### src/rtl/dz_countdown.sv
// dz_countdown: one-second countdown sequencer feeding the dot-matrix display.
// Divides clk by TICK_DIV to make a count tick and steps num from START_VAL
// down to 0, with start/restart, pause/resume and a one-cycle done pulse.
// Optional feature macro: DZ_COUNTDOWN_AUTORELOAD_EN -- when defined, DONE
// runs the prescaler for one more tick period and then reloads START_VAL and
// returns to RUN, looping indefinitely. When undefined, DONE holds num at 0
// until start or reset.
module dz_countdown #(
    parameter int TICK_DIV  = 1000,
    parameter int START_VAL = 5
) (
    input  logic       clk,
    input  logic       rst,
    input  logic       start,
    input  logic       pause,
    output logic [2:0] num,
    output logic       running,
    output logic       done
);

    // Prescaler is ceil(log2(TICK_DIV)) bits; TICK_DIV >= 2 keeps this >= 1.
    localparam int PW = (TICK_DIV > 1) ? $clog2(TICK_DIV) : 1;
    localparam logic [PW-1:0] PRESC_LAST = PW'(TICK_DIV - 1);
    localparam logic [2:0]    LOAD_VAL   = 3'(START_VAL);

    typedef enum logic [1:0] {
        IDLE  = 2'd0,
        RUN   = 2'd1,
        PAUSE = 2'd2,
        DONE  = 2'd3
    } state_t;

    state_t        state;
    state_t        state_nxt;
    logic [PW-1:0] presc;
    logic [PW-1:0] presc_nxt;
    logic [2:0]    num_nxt;
    logic          running_nxt;
    logic          done_nxt;
    logic          tick;
    logic          last_step;

    // Decrement that saturates at zero so num can never wrap to 7.
    function automatic logic [2:0] sat_dec(input logic [2:0] val);
        if (val == 3'd0) begin
            return 3'd0;
        end
        return val - 3'd1;
    endfunction

    // A tick is only meaningful while counting in RUN.
    assign tick      = (state == RUN) && (presc == PRESC_LAST);
    // The tick that brings num to 0 ends the run (num==0 is treated the same
    // so a corrupted count still terminates instead of underflowing).
    assign last_step = (num <= 3'd1);

    // Next-state, next-count and next-prescaler selection.
    always_comb begin
        state_nxt = state;
        presc_nxt = presc;
        num_nxt   = num;
        done_nxt  = 1'b0;

        case (state)
            IDLE: begin
                // Waiting for start; pause has no meaning here.
            end

            RUN: begin
                // The prescaler advances on every RUN cycle, including the one
                // in which pause is seen, so run time excludes only PAUSE cycles.
                if (tick) begin
                    presc_nxt = '0;
                    num_nxt   = sat_dec(num);
                    if (last_step) begin
                        // Reaching zero wins over a simultaneous pause.
                        state_nxt = DONE;
                        done_nxt  = 1'b1;
                    end else if (pause) begin
                        state_nxt = PAUSE;
                    end
                end else begin
                    presc_nxt = presc + PW'(1);
                    if (pause) begin
                        state_nxt = PAUSE;
                    end
                end
            end

            PAUSE: begin
                // Prescaler and num are frozen; resume from where we stopped.
                if (pause) begin
                    state_nxt = RUN;
                end
            end

            DONE: begin
`ifdef DZ_COUNTDOWN_AUTORELOAD_EN
                // Hold 0 for one tick period, then reload and run again.
                if (presc == PRESC_LAST) begin
                    state_nxt = RUN;
                    num_nxt   = LOAD_VAL;
                    presc_nxt = '0;
                end else begin
                    presc_nxt = presc + PW'(1);
                end
`else
                // Hold 0 until start or reset.
`endif
            end

            default: begin
                state_nxt = IDLE;
                num_nxt   = LOAD_VAL;
                presc_nxt = '0;
            end
        endcase

        // start (re)loads the count from any state and beats pause and tick.
        if (start) begin
            state_nxt = RUN;
            num_nxt   = LOAD_VAL;
            presc_nxt = '0;
            done_nxt  = 1'b0;
        end

        running_nxt = (state_nxt == RUN);
    end

    // State, count, prescaler and registered outputs; reset has priority.
    always_ff @(posedge clk) begin
        if (!rst) begin
            state   <= IDLE;
            num     <= LOAD_VAL;
            presc   <= '0;
            running <= 1'b0;
            done    <= 1'b0;
        end else begin
            state   <= state_nxt;
            num     <= num_nxt;
            presc   <= presc_nxt;
            running <= running_nxt;
            done    <= done_nxt;
        end
    end

endmodule

### config.mk
export PLATFORM = sky130hd
export DESIGN_NAME = dz_countdown
export DESIGN_NICKNAME = d
export VERILOG_FILES = /design/src/rtl/dz_countdown.sv
export SDC_FILE = /design/constraint.sdc
export NUM_CORES = 1
export LEC_CHECK = 0
export ABC_CLOCK_PERIOD_IN_PS = 2750
export CAP_MARGIN = 40
export CORE_ASPECT_RATIO = 0.75
export CORE_MARGIN = 2
export CORE_UTILIZATION = 40
export CTS_BUF_LIST = sky130_fd_sc_hd__clkbuf_16
export CTS_CLUSTER_DIAMETER = 30
export CTS_CLUSTER_SIZE = 14
export DETAILED_ROUTE_END_ITERATION = 8
export GPL_TIMING_DRIVEN = 0
export PLACE_DENSITY = 0.68
export SYNTH_ARGS = -nofsm -noshare
export SYNTH_HDL_FRONTEND = slang
export SYNTH_SLANG_ARGS = --single-unit
### constraint.sdc
create_clock -name clk -period 2.75 [get_ports clk]
set_clock_uncertainty 0.05 [all_clocks]
set_input_delay 0.55 -clock clk [delete_from_list [all_inputs] [get_ports clk]]
set_output_delay 0.55 -clock clk [all_outputs]
set_load 0.005 [all_outputs]
After elaboration in Yosys (flattened, before gate mapping)
Cells that the tools add are included.
Widths: inputs -> output; s select.
{"block": "word_totals", "ff_bits": 17, "in_bits": 4, "elab_cells": 33}
{"block": "op_classes", "n_addsub": 2, "magnitude_cmp": 1, "n_eq_ne": 4, "muxes": 13, "bitwise_logic": 3, "n_reduce_logical": 5}
{"cell": "$add 10x1->10 const B", "n": 1}
{"cell": "$eq 10x10->1 const B", "n": 1}
{"cell": "$mux 10", "n": 1}
{"cell": "$mux 2", "n": 5}
{"cell": "$mux 3", "n": 2}
{"cell": "$eq 2x1->1 const B", "n": 2}
{"cell": "$mux 1", "n": 4}
{"cell": "$pmux 2 s2", "n": 1}
{"cell": "$reduce_or 4->1", "n": 1}
{"cell": "$le 3x1->1 const B", "n": 1}
{"cell": "$logic_not 3->1", "n": 1}
{"cell": "$not 1->1", "n": 3}
{"cell": "$sub 3x1->3 const B", "n": 1}
{"cell": "$eq 2x2->1 const B", "n": 1}
{"cell": "$reduce_and 2->1", "n": 1}
{"cell": "$reduce_or 2->1", "n": 1}
{"cell": "$logic_and 1x1->1", "n": 1}

Depth between registers and ports, before layout
Gate-level depths: netlist (run 1).
{"block": "logic_depth", "word_depth": 6, "depth_mapped": 7, "mapped_depth_nobuf": 6}

Worst setup path before layout (run 1)
OpenSTA, ideal clock, no wires.
{"block": "synth_timing", "path_type": "register to register", "startpoint": "register state[0]", "endpoint": "register running", "arrival_time_ps": 1457, "required_ps": 2561, "path_slack_ps": 1104, "path_stages_with_launch": 7, "path_buffers": 0, "period_less_slack_ps": 1646, "cell_sequence": "dfxtp_1 -> inv_1 -> ha_1 -> nor2b_1 -> mux2_2 -> nor3b_1 -> a211oi_1"}
{"block": "synth_via", "elab_chain_cells": 6, "word_cells_on_any_way": 10, "classes_between": "3 x eq/ne; 6 x mux; 1 x reduce/logical"}
{"element": "start, declared", "line_no": "33", "source": "state_t state;"}
{"element": "start signal, assigned", "line_no": "139", "source": "state <= state_nxt;"}
{"element": "$mux 2 / $eq 2x1->1 (equally long branches)"}
{"element": "$mux 2 / $logic_and 1x1->1 (equally long branches)", "line_no": "75, 52"}
{"element": "$mux 2", "line_no": "72", "source": "if (tick) begin"}
{"element": "$pmux 2 s2 *", "line_no": "64", "source": "case (state)"}
{"element": "$mux 2 *", "line_no": "120", "source": "if (start) begin"}
{"element": "$eq 2x1->1 *", "line_no": "127", "source": "running_nxt = (state_nxt == RUN);"}
{"element": "end signal, assigned", "line_no": "142", "source": "running <= running_nxt;"}
{"element": "end, declared", "line_no": "17", "source": "output logic running,"}
Every way passes the cells marked *; elsewhere a longest branch is shown, timed or not.
A chain may end at the register's enable or synchronous reset.

Worst setup path in the final report (run 1)
{"block": "layout_timing", "startpoint": "input pause", "endpoint": "register running"}
{"block": "layout_via", "elab_chain_cells": 6, "word_cells_on_any_way": 7, "classes_between": "1 x eq/ne; 6 x mux"}
{"element": "start, declared", "line_no": "15", "source": "input logic pause,"}
{"element": "$mux 2", "line_no": "79, 84"}
{"element": "$mux 2", "line_no": "75", "source": "if (last_step) begin"}
{"element": "$mux 2", "line_no": "72"}
{"element": "$pmux 2 s2 *", "line_no": "64"}
{"element": "$mux 2 *", "line_no": "120"}
{"element": "$eq 2x1->1 *", "line_no": "127"}
Marked as above.

==> results of run 1 <==
==> routing by layer <==
layer	vias up	routed length [um]	share of wire, %
met5	-	0	0
met1	312	767	51
met3	2	62	4.1
met2	10	659	44
li1	356	-	-
met4	0	19	1.3
==> cells by family after synthesis <==
| group | Yosys count |
|---|---|
| DFF | 17 |
| buffers and inverters | 7 |
| xor gates and xnor gates | 8 |
| muxes | 2 |
| adders and majority gates | 5 |
| AOI/OAI and AO/OA | 10 |
| and+or+nand+nor | 48 |
==> area by class of cell <==
type / count / area [um^2]
Inverter: 6 / 22.5
Tap cell: 24 / 30.0
Multi-Input combinational cell: 73 / 469
Clock buffer: 3 / 75.1
Sequential cell: 17 / 340
Buffer: 1 / 11.3
Timing Repair Buffer: 8 / 80.1
Clock inverter: 1 / 3.75
Fill cell: 200 / 965
==> final timing paths <==
check / from / to / slack (ps) / cells after the start
worst min register to register: presc[1] / presc[1] / 440 / 2
worst min-delay path: presc[1] / presc[1] / 440 / 2
worst max-delay path: pause / running / 850 / 5
worst max register to register: state[0] / running / 880 / 6
==> through the flow <==
stage	power [mW]	setup WS, ps	cell area (um^2)
CTS	0.571	849	1030
detailed placement	0.290	603	953
global placement	0.289	637	953
floorplan	0.276	1100	843
global route	0.587	729	1030
finish	0.565	847	1030
==> flip-flops by register name, summed over array words and instances (netlist names) <==
register,count
state,2
done,1
running,1
presc,10
num,3
==> cells in the mapped netlist (2+ instances only) <==
master and count:
nand2b_1 2, o21ai_0 2, nor3_1 2, nor2_1 14, a21oi_1 2, nand3_1 2, inv_1 6, nand4_1 3
xnor2_1 4, o311ai_0 2, nor3b_1 2, nor2b_1 3, o22ai_1 3, ha_1 5, nand2_1 13, xor2_1 4
dfxtp_1 17
==> worst max-delay path, delay by kind of cell <==
family | cells | cell delay [ps]
AND/OR/NAND/NOR | 2 | 460
buffers and inverters | 1 | 520
multiplexers | 1 | 350
AO/OA/AOI/OAI | 1 | 90
==> where the power goes <==
part           internal, mW  switching [mW]  total [mW]
sequential            0.250         0.00256       0.252
combinational        0.0156          0.0169      0.0325
clock                 0.193          0.0871       0.280
==> flow_metrics.env, run 1 <==
export IMPL_status="complete, no violations"
export IMPL_synthXorXnorAreaFrac_pct=8.31
export IMPL_powerDensity_nw_per_um2=547
export IMPL_synth_edf_count=0
export IMPL_max_slew_worst_pin_slew_ps=421
export IMPL_yosysUniqueCellTypes=28
export IMPL_drive_gt1_share_pct=8.26
export IMPL_post_route_min_period_ps=1900
export IMPL_grt_util_all_layers_pct=13.8
export IMPL_synth_simple_gate_area_share_pct=29.8
export IMPL_yosys_area_top_type="dfxtp_1"
export IMPL_vias=680
export IMPL_gp_congestion=0.788
export IMPL_place_hpwl_mm=1.17
export IMPL_htree_levels=1
export IMPL_cts_buffer_depth=2
export IMPL_cts_num_sinks=17
export IMPL_synth_area_mux_share_pct=2.52
export IMPL_slowest_stage="clkdlybuf4s50_1"
export IMPL_antenna_cells=0
export IMPL_relSlewSlack_pct=71.6
export IMPL_ys_seq_area_share_pct=40.4
export IMPL_cts_tree="done"
export IMPL_synth_top_family_by_area="simple AND/OR/NAND/NOR gates"
export IMPL_synthArstFlopShare_pct=0
export IMPL_drt_pass1_iterations=4
export IMPL_core_area_um2=2000
export IMPL_cap_violations=0
export IMPL_rows=14
export IMPL_die_w_um=57.0
export IMPL_post_cts_buffers=0
export IMPL_wl_per_cell_um=11.3
export IMPL_gr_total_overflow=0
export IMPL_setup_viol=0
export IMPL_synth_compound_area_share_pct=7.57
export IMPL_final_util_pct=51.7
export IMPL_area_growth_pct=22.4
export IMPL_hold_viol=0
export IMPL_finalSetupTns_ps=0
export IMPL_clk_latency_ps=240
export IMPL_ys_flop_type="dfxtp_1"
export IMPL_cts_root_buf="clkbuf_16"
export IMPL_placedCellCount=129
export IMPL_synthTopCellsByArea="dfxtp_1 40%, ha_1 7.4%, nor2_1 6.2%"
export IMPL_p_leak_nw=0.398
export IMPL_cp_max_fo=4
export IMPL_first_iter_violations=15
export IMPL_ctsHoldBuffers=0
export IMPL_grtUsageMet3_pct=5.37
export IMPL_yosys_warnings=0
export IMPL_timing_hold_ws_ps=444
export IMPL_wirelength_mm=1.51
export IMPL_use_met1_pct=17.3
export IMPL_syn_inst=97
export IMPL_grt_pass1_wl_mm=2.59
export IMPL_ir_drop_mv=0.463
export IMPL_drc=0
export IMPL_rsz0062_at_grt="no"
export IMPL_top_level_ports=9
export IMPL_initial_core_util_pct=42.2
export IMPL_ys_ff_latch=17
export IMPL_die_h_um=43.8
export IMPL_met2_usage_pct=21.6
export IMPL_cts_made_buffers=3
export IMPL_critPathRequiredTime_ps=2810
export IMPL_antenna_found_initial=0
export IMPL_top_usage_layer="met2"
export IMPL_grt_max_degree=11
export IMPL_most_common_layout_cells="17 x dfxtp_1, 14 x nor2_1, 13 x nand2_1"
export IMPL_ant_nets=0
export IMPL_ctsResizeCount=0
export IMPL_cp_arrival_ps=1960
export IMPL_path_clk_slew_ps=50
export IMPL_instances_no_fill=133
export IMPL_start_kind="input port"
export IMPL_cpPeakStageDelay_ps=520
export IMPL_period_share_pct=69.2
export IMPL_final_common_cell="dfxtp_1"
export IMPL_synthAdderAreaFrac_pct=7.42
export IMPL_path_class="input port to register"
export IMPL_nets=119
export IMPL_numPortBuffers=8
export IMPL_fmax_ghz=0.526
export IMPL_syn_area_um2=843
export IMPL_cp_cell_sequence="clkdlybuf4s50_1 -> nor2b_1 -> mux2_2 -> nor3b_1 -> a211oi_1"
export IMPL_hold_path_class="register to register"
export IMPL_end_kind="register"
export IMPL_via_per_inst=5.11
export IMPL_grt_pass1_vias=604
export IMPL_synth_top_area_share_pct=40.4
export IMPL_die_area_um2=2500
export IMPL_syn_num_nets=106
export IMPL_avgSynthCellArea_um2=8.69
export IMPL_slew_viol_final=0
No activity file was read; power rests on OpenSTA's default activity.
==> inputs of run 2 (changes only) <==
--- a/config.mk
+++ b/config.mk
@@ -5,7 +5,7 @@
 export SDC_FILE = /design/constraint.sdc
 export NUM_CORES = 1
 export LEC_CHECK = 0
-export ABC_CLOCK_PERIOD_IN_PS = 2750
+export ABC_CLOCK_PERIOD_IN_PS = 1700
 export CAP_MARGIN = 40
 export CORE_ASPECT_RATIO = 0.75
 export CORE_MARGIN = 2
@@ -15,7 +15,7 @@
 export CTS_CLUSTER_SIZE = 14
 export DETAILED_ROUTE_END_ITERATION = 8
 export GPL_TIMING_DRIVEN = 0
-export PLACE_DENSITY = 0.68
+export PLACE_DENSITY = 0.7
 export SYNTH_ARGS = -nofsm -noshare
 export SYNTH_HDL_FRONTEND = slang
 export SYNTH_SLANG_ARGS = --single-unit
==> constraint.sdc (replaced) <==
create_clock -name clk -period 1.7 [get_ports clk]
set_clock_uncertainty 0.05 [all_clocks]
set_input_delay 0.34 -clock clk [delete_from_list [all_inputs] [get_ports clk]]
set_output_delay 0.34 -clock clk [all_outputs]
set_load 0.005 [all_outputs]
==> run 2 against run 1 <==
Register-to-register slack lost 810 ps. Combinational power is 120% higher. Via count is 0.74% higher. Setup slack got worse by 770 ps. Non-clock buffer count grew 4. Clock-buffer cell count unchanged. Total power rose by 68%. Wire length increased by 5.1%. Critical endpoint unchanged. First-iteration DRC count fell by 60%. Cell area rose by 7.2%. Core utilization rose by 3.7 points. Final cell count rose by 3.0%.
==> flow_metrics.env, run 2 (same netlist as run 1, synthesis figures left out) <==
export IMPL_period_share_pct=95.7
export IMPL_antenna_found_initial=0
export IMPL_slew_viol_final=0
export IMPL_start_kind="register"
export IMPL_cap_violations=0
export IMPL_critPathRequiredTime_ps=1760
export IMPL_fmax_ghz=0.615
export IMPL_place_hpwl_mm=1.14
export IMPL_timing_hold_ws_ps=444
export IMPL_most_common_layout_cells="15 x dfxtp_1, 14 x nor2_1, 12 x nand2_1"
export IMPL_cp_arrival_ps=1690
export IMPL_drc=0
export IMPL_cts_buffer_depth=2
export IMPL_die_area_um2=2500
export IMPL_reg2reg_slack_ps=70
export IMPL_die_h_um=43.8
export IMPL_top_register="presc"
export IMPL_first_iter_violations=6
export IMPL_p_leak_nw=0.427
export IMPL_core_area_um2=2000
export IMPL_clk_latency_ps=250
export IMPL_htree_levels=1
export IMPL_max_slew_worst_pin_slew_ps=545
export IMPL_wirelength_mm=1.59
export IMPL_wl_met2_um=681
export IMPL_place_ws_ps=-273
export IMPL_path_class="register to register"
export IMPL_ctsHoldBuffers=0
export IMPL_ant_nets=0
export IMPL_end_kind="register"
export IMPL_status="complete, no violations"
export IMPL_cts_made_buffers=3
export IMPL_initial_core_util_pct=42.2
export IMPL_fin_ws_ps=73.8
export IMPL_area_growth_pct=31.2
export IMPL_vias=685
export IMPL_gr_total_overflow=0
export IMPL_reg2reg_depth=6
export IMPL_rows=14
export IMPL_die_w_um=57.0
export IMPL_drt_pass1_iterations=4
export IMPL_grt_pass1_vias=605
export IMPL_gp_congestion=0.851
export IMPL_path_clk_slew_ps=50
export IMPL_cts_tree="done"
export IMPL_instances_no_fill=137
export IMPL_drt_met1_wl_um=850
export IMPL_cts_num_sinks=17
export IMPL_setup_worst_path_end="running"
export IMPL_via_per_inst=5.00
export IMPL_relSlewSlack_pct=63.2
export IMPL_grt_util_all_layers_pct=14.0
export IMPL_cts_root_buf="clkbuf_16"
export IMPL_placedCellCount=129
export IMPL_drive_gt1_share_pct=17.7
export IMPL_post_route_min_period_ps=1630
export IMPL_final_common_cell="dfxtp_1"
export IMPL_wl_met3_um=32
export IMPL_top_level_ports=9
export IMPL_numPortBuffers=8
export IMPL_reg_top3="presc: 10 flops, num: 3 flops, state: 2 flops"
export IMPL_wl_per_cell_um=11.6
export IMPL_ir_drop_mv=0.522
export IMPL_setup_viol=0
export IMPL_hold_path_class="register to register"
export IMPL_grt_max_degree=11
export IMPL_antenna_cells=0
export IMPL_largest_reg_flops=10
export IMPL_hold_viol=0
export IMPL_r2r_start="state[0]"
export IMPL_r2r_end="running"
export IMPL_powerDensity_nw_per_um2=855
export IMPL_startpoint="state[0]"
export IMPL_cp_max_fo=5
export IMPL_grt_pass1_wl_mm=2.64
export IMPL_top_layer="met4"
export IMPL_nets=123
run 2: per-stage QoR:
| stage | setup TNS, ps | power (mW) | util, % | instance area [um^2] |
|---|---|---|---|---|
| finish | 0 | 0.946 | 55.4 | 1110 |
| global route | -87.9 | 0.975 | 55.4 | 1110 |
| CTS | 0 | 0.936 | 52.8 | 1050 |
| detailed placement | -1140 | 0.469 | 47.7 | 953 |
| global placement | -833 | 0.467 | 47.7 | 953 |
| floorplan | 0 | 0.447 | - | 843 |
run 2: timing repair:
item	in CTS	in global routing
endpoints found under the setup margin	2	6
resized for setup	4	6
pin swaps	1	2
setup buffers	0	4
run 2: per-layer routing:
metal  global-route usage (%)  vias to the layer above
met4                     6.98                        0
met3                     2.99                        2
met1                     19.2                      309
met2                     20.9                       12
met5                        0                        -
li1                         -                      362
run 2: worst min path at each step:
stage                   from       end  depth (start not counted)  slack, ps
floorplan           presc[1]  presc[1]                          2        410
global placement    presc[1]  presc[1]                          2        420
detailed placement  presc[1]  presc[1]                          2        440
CTS                 presc[1]  presc[1]                          2        450
global route        presc[1]  presc[1]                          2        480
finish              presc[1]  presc[1]                          2        440
run 2: layout make-up:
cell class,count,area (um^2)
Sequential cell,17,343
Clock inverter,1,3.75
Timing Repair Buffer,12,110
Fill cell,186,891
Clock buffer,3,75.1
Tap cell,24,30.0
Buffer,1,11.3
Multi-Input combinational cell,73,510
Inverter,6,22.5
run 2: worst max-delay path: stages (launching register included):
cell and delay, ps:
dfxtp_2 370, inv_1 90, ha_4 260, nor2b_2 130, mux2_4 320, nor3b_4 210
a211oi_2 70
run 2: where the power goes:
part	internal, mW	switching [mW]
sequential	0.404	0.00416
clock	0.312	0.154
combinational	0.0373	0.0337
